==> config.mk <==
export PLATFORM = sky130hd
export DESIGN_NAME = conv1d_psum_accum_flat
export DESIGN_NICKNAME = d
export VERILOG_FILES = /design/src/rtl/conv1d_psum_accum_pkg.sv /design/src/rtl/conv1d_psum_accum_if.sv /design/src/rtl/conv1d_round_sat.sv /design/src/rtl/conv1d_psum_accum.sv /design/src/flat_wrapper.sv
export SDC_FILE = /design/constraint.sdc
export NUM_CORES = 1
export LEC_CHECK = 0
export CORE_UTILIZATION = 35
export DETAILED_ROUTE_END_ITERATION = 16
export PLACE_DENSITY = 0.64
export REMOVE_ABC_BUFFERS = 1
export SYNTH_ARGS = -nofsm -noshare
export SYNTH_HDL_FRONTEND = slang
export SYNTH_SLANG_ARGS = --single-unit
export TNS_END_PERCENT = 1
==> constraint.sdc <==
create_clock -name clk -period 17.1 [get_ports clk]
set_clock_uncertainty 0.05 [all_clocks]
set_input_delay 3.42 -clock clk [delete_from_list [all_inputs] [get_ports clk]]
set_output_delay 3.42 -clock clk [all_outputs]
set_load 0.05 [all_outputs]
==> src/rtl/conv1d_psum_accum_pkg.sv <==
// rtl/conv1d_psum_accum_pkg.sv - shared widths and sizing helpers for the conv1d partial-sum accumulator
package conv1d_psum_accum_pkg;

    // Datapath width shared with the MAC chain; partial sums and bias are twice this wide.
    localparam int WIDTH_DATA  = 8;
    localparam int PSUM_W      = 2 * WIDTH_DATA;
    localparam int ACC_LEN_DEF = 27;
    localparam int SHIFT_W_DEF = 5;

    // Accumulator width that cannot overflow for acc_len beats plus one bias term.
    function automatic int acc_width(input int acc_len);
        return PSUM_W + $clog2(acc_len) + 2;
    endfunction

endpackage

==> src/rtl/conv1d_psum_accum_if.sv <==
// rtl/conv1d_psum_accum_if.sv - valid/ready input and output bundle of the partial-sum accumulator
//   in_valid/in_ready/in_psum/in_bias/cfg_shift : partial-sum beat from the MAC chain
//   out_valid/out_ready/out_data/out_ovf        : requantised result towards writeback
//   slv modport: accumulator side; mst modport: producer/consumer side
interface conv1d_psum_accum_if #(
    parameter int WIDTH_DATA = 8,
    parameter int SHIFT_W    = 5
);
    logic                           in_valid;
    logic                           in_ready;
    logic signed [2*WIDTH_DATA-1:0] in_psum;
    logic signed [2*WIDTH_DATA-1:0] in_bias;
    logic        [SHIFT_W-1:0]      cfg_shift;
    logic                           out_valid;
    logic                           out_ready;
    logic signed [WIDTH_DATA-1:0]   out_data;
    logic                           out_ovf;

    modport slv (
        input  in_valid, in_psum, in_bias, cfg_shift, out_ready,
        output in_ready, out_valid, out_data, out_ovf
    );

    modport mst (
        output in_valid, in_psum, in_bias, cfg_shift, out_ready,
        input  in_ready, out_valid, out_data, out_ovf
    );
endinterface

==> src/rtl/conv1d_round_sat.sv <==
// rtl/conv1d_round_sat.sv - round-half-up arithmetic right shift, optional ReLU, saturation
//   acc   : signed accumulator value
//   shift : right-shift amount (any value, including >= ACC_W)
//   data  : saturated WIDTH_DATA result
//   ovf   : result was clamped
//   Optional feature macro: CONV1D_ACC_RELU_EN (negative results forced to 0 before saturation)
module conv1d_round_sat #(
    parameter int ACC_W      = 22,
    parameter int SHIFT_W    = 5,
    parameter int WIDTH_DATA = 8
) (
    input  logic signed [ACC_W-1:0]      acc,
    input  logic        [SHIFT_W-1:0]    shift,
    output logic signed [WIDTH_DATA-1:0] data,
    output logic                         ovf
);
    // Wide enough to hold the rounding constant for the largest shift without wrapping,
    // so large shifts collapse cleanly to 0 or -1.
    localparam int SPAN  = 1 << SHIFT_W;
    localparam int EXT_W = ((ACC_W > SPAN) ? ACC_W : SPAN) + 2;
    localparam logic signed [EXT_W-1:0] MAX_V = EXT_W'((longint'(1) << (WIDTH_DATA - 1)) - 1);
    localparam logic signed [EXT_W-1:0] MIN_V = -MAX_V - EXT_W'(1);

    logic signed [EXT_W-1:0] acc_ext;
    logic signed [EXT_W-1:0] half;
    logic signed [EXT_W-1:0] sum;
    logic signed [EXT_W-1:0] r;
    logic signed [EXT_W-1:0] r_sat;

    always_comb begin
        acc_ext = EXT_W'(acc);
        half    = '0;
        if (shift != '0) begin
            half = EXT_W'(1) << (shift - SHIFT_W'(1));
        end
        sum = acc_ext + half;
        r   = sum >>> shift;
`ifdef CONV1D_ACC_RELU_EN
        if (r < 0) begin
            r = '0;
        end
`endif
        ovf   = 1'b0;
        r_sat = r;
        if (r > MAX_V) begin
            r_sat = MAX_V;
            ovf   = 1'b1;
        end else if (r < MIN_V) begin
            r_sat = MIN_V;
            ovf   = 1'b1;
        end
        data = WIDTH_DATA'(r_sat);
    end
endmodule

==> src/rtl/conv1d_psum_accum.sv <==
// rtl/conv1d_psum_accum.sv - accumulates ACC_LEN partial sums on a bias, then requantises
//   clk   : rising-edge clock
//   rst_n : asynchronous active-low reset
//   clr   : synchronous abort, drops partial sums and any pending result
//   bus   : slv side of conv1d_psum_accum_if (beat input, result output)
//   Optional feature macro: CONV1D_ACC_RELU_EN (handled in conv1d_round_sat)
module conv1d_psum_accum
    import conv1d_psum_accum_pkg::*;
#(
    parameter int ACC_LEN = ACC_LEN_DEF,
    parameter int SHIFT_W = SHIFT_W_DEF,
    parameter int ACC_W   = acc_width(ACC_LEN)
) (
    input  logic                  clk,
    input  logic                  rst_n,
    input  logic                  clr,
    conv1d_psum_accum_if.slv      bus
);
    localparam logic [1:0] S_IDLE = 2'd0;
    localparam logic [1:0] S_ACC  = 2'd1;
    localparam logic [1:0] S_RND  = 2'd2;
    localparam logic [1:0] S_OUT  = 2'd3;

    localparam int CNT_W = $clog2(ACC_LEN + 1);

    logic [1:0]                    state;
    logic signed [ACC_W-1:0]       acc;
    logic        [CNT_W-1:0]       cnt;
    logic        [SHIFT_W-1:0]     shift_q;
    logic                          accept;
    logic signed [ACC_W-1:0]       psum_ext;
    logic signed [ACC_W-1:0]       bias_ext;
    logic signed [WIDTH_DATA-1:0]  rs_data;
    logic                          rs_ovf;

    assign bus.in_ready = (state == S_IDLE) || (state == S_ACC);
    assign accept       = bus.in_valid && bus.in_ready;
    assign psum_ext     = ACC_W'(bus.in_psum);
    assign bias_ext     = ACC_W'(bus.in_bias);

    conv1d_round_sat #(
        .ACC_W      (ACC_W),
        .SHIFT_W    (SHIFT_W),
        .WIDTH_DATA (WIDTH_DATA)
    ) u_round_sat (
        .acc   (acc),
        .shift (shift_q),
        .data  (rs_data),
        .ovf   (rs_ovf)
    );

    always_ff @(posedge clk or negedge rst_n) begin
        if (!rst_n) begin
            state         <= S_IDLE;
            acc           <= '0;
            cnt           <= '0;
            shift_q       <= '0;
            bus.out_valid <= 1'b0;
            bus.out_data  <= '0;
            bus.out_ovf   <= 1'b0;
        end else if (clr) begin
            // Abort wins over everything, including a beat offered this cycle.
            state         <= S_IDLE;
            acc           <= '0;
            cnt           <= '0;
            bus.out_valid <= 1'b0;
        end else begin
            case (state)
                S_IDLE: begin
                    if (accept) begin
                        acc     <= bias_ext + psum_ext;
                        cnt     <= CNT_W'(1);
                        shift_q <= bus.cfg_shift;
                        state   <= (ACC_LEN == 1) ? S_RND : S_ACC;
                    end
                end
                S_ACC: begin
                    if (accept) begin
                        acc <= acc + psum_ext;
                        cnt <= cnt + CNT_W'(1);
                        if (cnt == CNT_W'(ACC_LEN - 1)) begin
                            state <= S_RND;
                        end
                    end
                end
                S_RND: begin
                    bus.out_data  <= rs_data;
                    bus.out_ovf   <= rs_ovf;
                    bus.out_valid <= 1'b1;
                    state         <= S_OUT;
                end
                S_OUT: begin
                    if (bus.out_ready) begin
                        bus.out_valid <= 1'b0;
                        state         <= S_IDLE;
                    end
                end
                default: state <= S_IDLE;
            endcase
        end
    end
endmodule

==> src/flat_wrapper.sv <==
// flat-port wrapper written by rule: the top's interface ports become plain ports
module conv1d_psum_accum_flat import conv1d_psum_accum_pkg::*;
#(
    parameter int ACC_LEN = ACC_LEN_DEF,
    parameter int SHIFT_W = SHIFT_W_DEF,
    parameter int ACC_W   = acc_width(ACC_LEN)
)
  (clk, rst_n, clr, bus_in_valid, bus_in_psum, bus_in_bias, bus_cfg_shift, bus_out_ready, bus_in_ready, bus_out_valid, bus_out_data, bus_out_ovf);
  conv1d_psum_accum_if #(.WIDTH_DATA(WIDTH_DATA), .SHIFT_W(SHIFT_W)) bus_i ();
  input  logic clk;
  input  logic rst_n;
  input  logic clr;
  input wire logic [$bits(bus_i.in_valid)-1:0] bus_in_valid;
  input wire logic [$bits(bus_i.in_psum)-1:0] bus_in_psum;
  input wire logic [$bits(bus_i.in_bias)-1:0] bus_in_bias;
  input wire logic [$bits(bus_i.cfg_shift)-1:0] bus_cfg_shift;
  input wire logic [$bits(bus_i.out_ready)-1:0] bus_out_ready;
  output wire logic [$bits(bus_i.in_ready)-1:0] bus_in_ready;
  output wire logic [$bits(bus_i.out_valid)-1:0] bus_out_valid;
  output wire logic [$bits(bus_i.out_data)-1:0] bus_out_data;
  output wire logic [$bits(bus_i.out_ovf)-1:0] bus_out_ovf;
  assign bus_i.in_valid = bus_in_valid;
  assign bus_i.in_psum = bus_in_psum;
  assign bus_i.in_bias = bus_in_bias;
  assign bus_i.cfg_shift = bus_cfg_shift;
  assign bus_i.out_ready = bus_out_ready;
  assign bus_in_ready = bus_i.in_ready;
  assign bus_out_valid = bus_i.out_valid;
  assign bus_out_data = bus_i.out_data;
  assign bus_out_ovf = bus_i.out_ovf;
  conv1d_psum_accum #(.ACC_LEN(ACC_LEN), .SHIFT_W(SHIFT_W), .ACC_W(ACC_W)) u_core (.clk(clk), .rst_n(rst_n), .clr(clr), .bus(bus_i));
endmodule
==> results.toml <==
[run_status]
outcome = "finished clean"

[logic_synthesis]
ys.flop_type = "dfrtp_1"
ys_ff_latch = 45
synthMostInstantiatedCell = "nor2_1"
async_flop_share_pct = 100.0
synth_edf_count = 0
ys_types = 94
yosys_warnings = 0
yosys.area.top_type = "dfrtp_1"
netlist_top_cells_area = "dfrtp_1 13%, ha_1 11%, nor2_1 5.0%, a21oi_1 4.6%, nand2_1 4.2%"
synth-seq-area-share_pct = 12.73
synth_area_um2 = 8847
syn_inst = 1173
syn_area_per_cell_um2 = 7.542
synth_top_area_share_pct = 12.73
synth_common_cells = "117 x nor2_1, 99 x nand2_1, 81 x a21oi_1, 78 x ha_1, 45 x dfrtp_1"

[place]
io_buffers = 52
routabilityCongestion = 0.9585
dpl.hpwl_um = 21140

[timing]
finalHoldViolCount = 0
post-route-period-util_pct = 41.46
grt_setup_unrepaired = "no"
fmax_mhz = 141.1
tightest_slew_ns = 1.266
max-slew-margin-rel_pct = 15.30
fin_tns_setup_ns = 0
holdWs_ns = 0.4453
setup_viol = 0
fin_crit_ns = 7.089
drv_slew = 0

[floorplan]
pin_count = 53
rows = 57
die_area_um2 = 25920
die_h_um = 161.0
core_um2 = 24530
die_w_um = 161.0
initial_utilization_pct = 36.06

[hold_path]
hp-start = "u_core.bus.out_data[7]"
hold_depth = 1
hold_class = "reg2reg"
hold_path_end = "u_core.bus.out_data[7]"

[route]
drcViolationCount = 0
vias_per_cell = 6.246
avgRoutedWirePerCell_um = 18.50
ant_nets = 0
initialDrtViolationCount = 677
num_vias = 9351
dr.pass1.iters = 7
routed_wl_um = 27700

[setup_path]
criticalPathCategory = "in2reg"
cp.buffers_inverters = 1
required_ns = 17.24
worst-path-stages = 15
r2r_start = "u_core.shift_q[0]"
cp-start-kind = "input port"
path_delay_family = "compound AO/OA/AOI/OAI gates"
end_kind = "flop"
cp_cell_sequence = "clkdlybuf4s50_1 > ha_1 > a21o_1 > a21oi_1 > o21bai_1 > a21o_1 > a21oi_1 > o21ai_0 > a2111oi_0 > o31a_1 > a211oi_1 > o31ai_1 > xor2_1 > nand2_1 > a22o_1"
crit_slowest_cell = "a2111oi_0"
critPathArrivalTime_ns = 7.23
path_max_fanout = 4
rrSetupSlack_ns = 10.26
r2r_end = "u_core.bus.out_ovf"
r2r_cells = 18
max_stage_delay_ns = 0.70

[finish]
area_growth_pct = 9.405
fillCellCount = 2621
fin_nets = 1295
layout-drive-gt1-share_pct = 7.246
num_antenna_cells = 0

[power]
pwr-share-comb_pct = 83.3
p_leak_nw = 4.047
peakVddDrop_mv = 0.09861
intPower_mw = 0.6989
power_switching_mw = 0.9525
power_density_nw_per_um2 = 170.6
switching_share_pct = 57.68
pwr-share-seq_pct = 10.6
power.share.clock_pct = 6.1

[clocking]
cts-htree-levels = 2
cts_tree = "yes"
holdBufCountCts = 0
worstSkewPairLatency_ns = 0.31
cts_sinks = 45
clkTransAtPathRegs_ns = 0.07
cts_buffers = 5
post-cts-setup-buffers = 0
cts.path.max_buffers = 2
ctsResizeCount = 0
ctsRootBufferMaster = "clkbuf_16"

[global_routing]
antenna_found_initial = 0
grt_start_max_net_pins = 58
grt.overflow.total = 0
grt_pass1_wl_um = 45620
grt_pass1_vias = 8772
grt_usage_pct = 21.34

[flow_run]
cap_violations = 0
## state kept, by name, summed over array words and instances (netlist names)
register	cells
u_core.bus.out_valid	1
u_core.bus.out_ovf	1
u_core.state	2
u_core.acc	23
u_core.shift_q	5
u_core.cnt	5
u_core.bus.out_data	8
## power by group through the flow
stage	clock network, mW	registers [mW]	logic [mW]
after CTS	0.102	0.176	1.35
after global placement	0	0.177	1.33
after detailed placement	0	0.178	1.34
final	0.100	0.176	1.38
after global routing	0.105	0.182	1.49
after floorplan	0	0.241	0.919
## through the flow
step / total power [mW] / setup WS, ns / utilization (%) / std cells / area (µm²)
4_1_cts: 1.627 / 10.00 / 39.45 / 1497 / 9679
3_5_place_dp: 1.519 / 9.695 / 38.87 / 1489 / 9535
2_1_floorplan: 1.160 / 10.67 / - / 1101 / 8524
6_report: 1.651 / 10.01 / 39.45 / 1497 / 9679
5_1_grt: 1.780 / 9.746 / 39.45 / 1497 / 9679
3_3_place_gp: 1.510 / 9.763 / 38.87 / 1489 / 9535
## layout make-up
| type | count | area [µm²] | area share, % |
|---|---|---|---|
| clock inverter | 2 | 15.01 | 0.1551 |
| timing repair buffer | 64 | 605.6 | 6.256 |
| multi-input combinational | 1023 | 7274 | 75.16 |
| sequential | 45 | 1126 | 11.63 |
| inverter | 33 | 123.9 | 1.280 |
| clock buffer | 6 | 128.9 | 1.331 |
| tap | 324 | 405.4 | 4.188 |
## worst reg2reg max path: cells and delay by family, from the launching register on
kind | cells | cell delay [ns]
simple gates | 5 | 2.28
flops | 1 | 0.36
compound gates | 9 | 2.82
fa+ha+maj | 1 | 0.35
buf+inv | 3 | 0.85
## layer usage
layer,part of all wire (%),vias up,GRT usage [%]
li1,-,4559,-
met3,7.1,49,3.775
met1,46,4375,28.90
met5,0,-,0
met4,2.3,0,6.732
met2,45,368,34.27
## cell usage in the layout, fill, tap and decap left out, types with 23 or more instances in the layout
master and instances:
inv_1 33, dfrtp_1 45, o21ai_0 44, nand2_1 99, a211oi_1 33, clkdlybuf4s50_1 51, nor3_1 34, o211ai_1 23
xnor2_1 34, ha_1 78, mux2i_1 26, nand3_1 38, a21oi_1 81, nor2_1 117, a31oi_1 25, a21o_1 37
## worst max path at each step
stage | from | endpoint
final | bus_in_psum[1] | u_core.acc[21]
after global routing | bus_in_psum[1] | u_core.acc[21]
after CTS | bus_in_psum[1] | u_core.acc[21]
after detailed placement | bus_in_psum[1] | u_core.acc[21]
after global placement | bus_in_psum[1] | u_core.acc[21]
after floorplan | u_core.shift_q[2] | u_core.bus.out_data[0]
## cells by family after synthesis
group / Yosys count / share of synthesized area, %
flops: 45 / 12.73
simple gates: 411 / 22.76
buf+inv: 105 / 5.049
fa+ha+maj: 81 / 11.71
xor+xnor: 48 / 4.752
other cells: 2 / 0.08489
mux: 50 / 7.170
compound gates: 431 / 35.75
No activity file was read; power rests on OpenSTA's default activity.
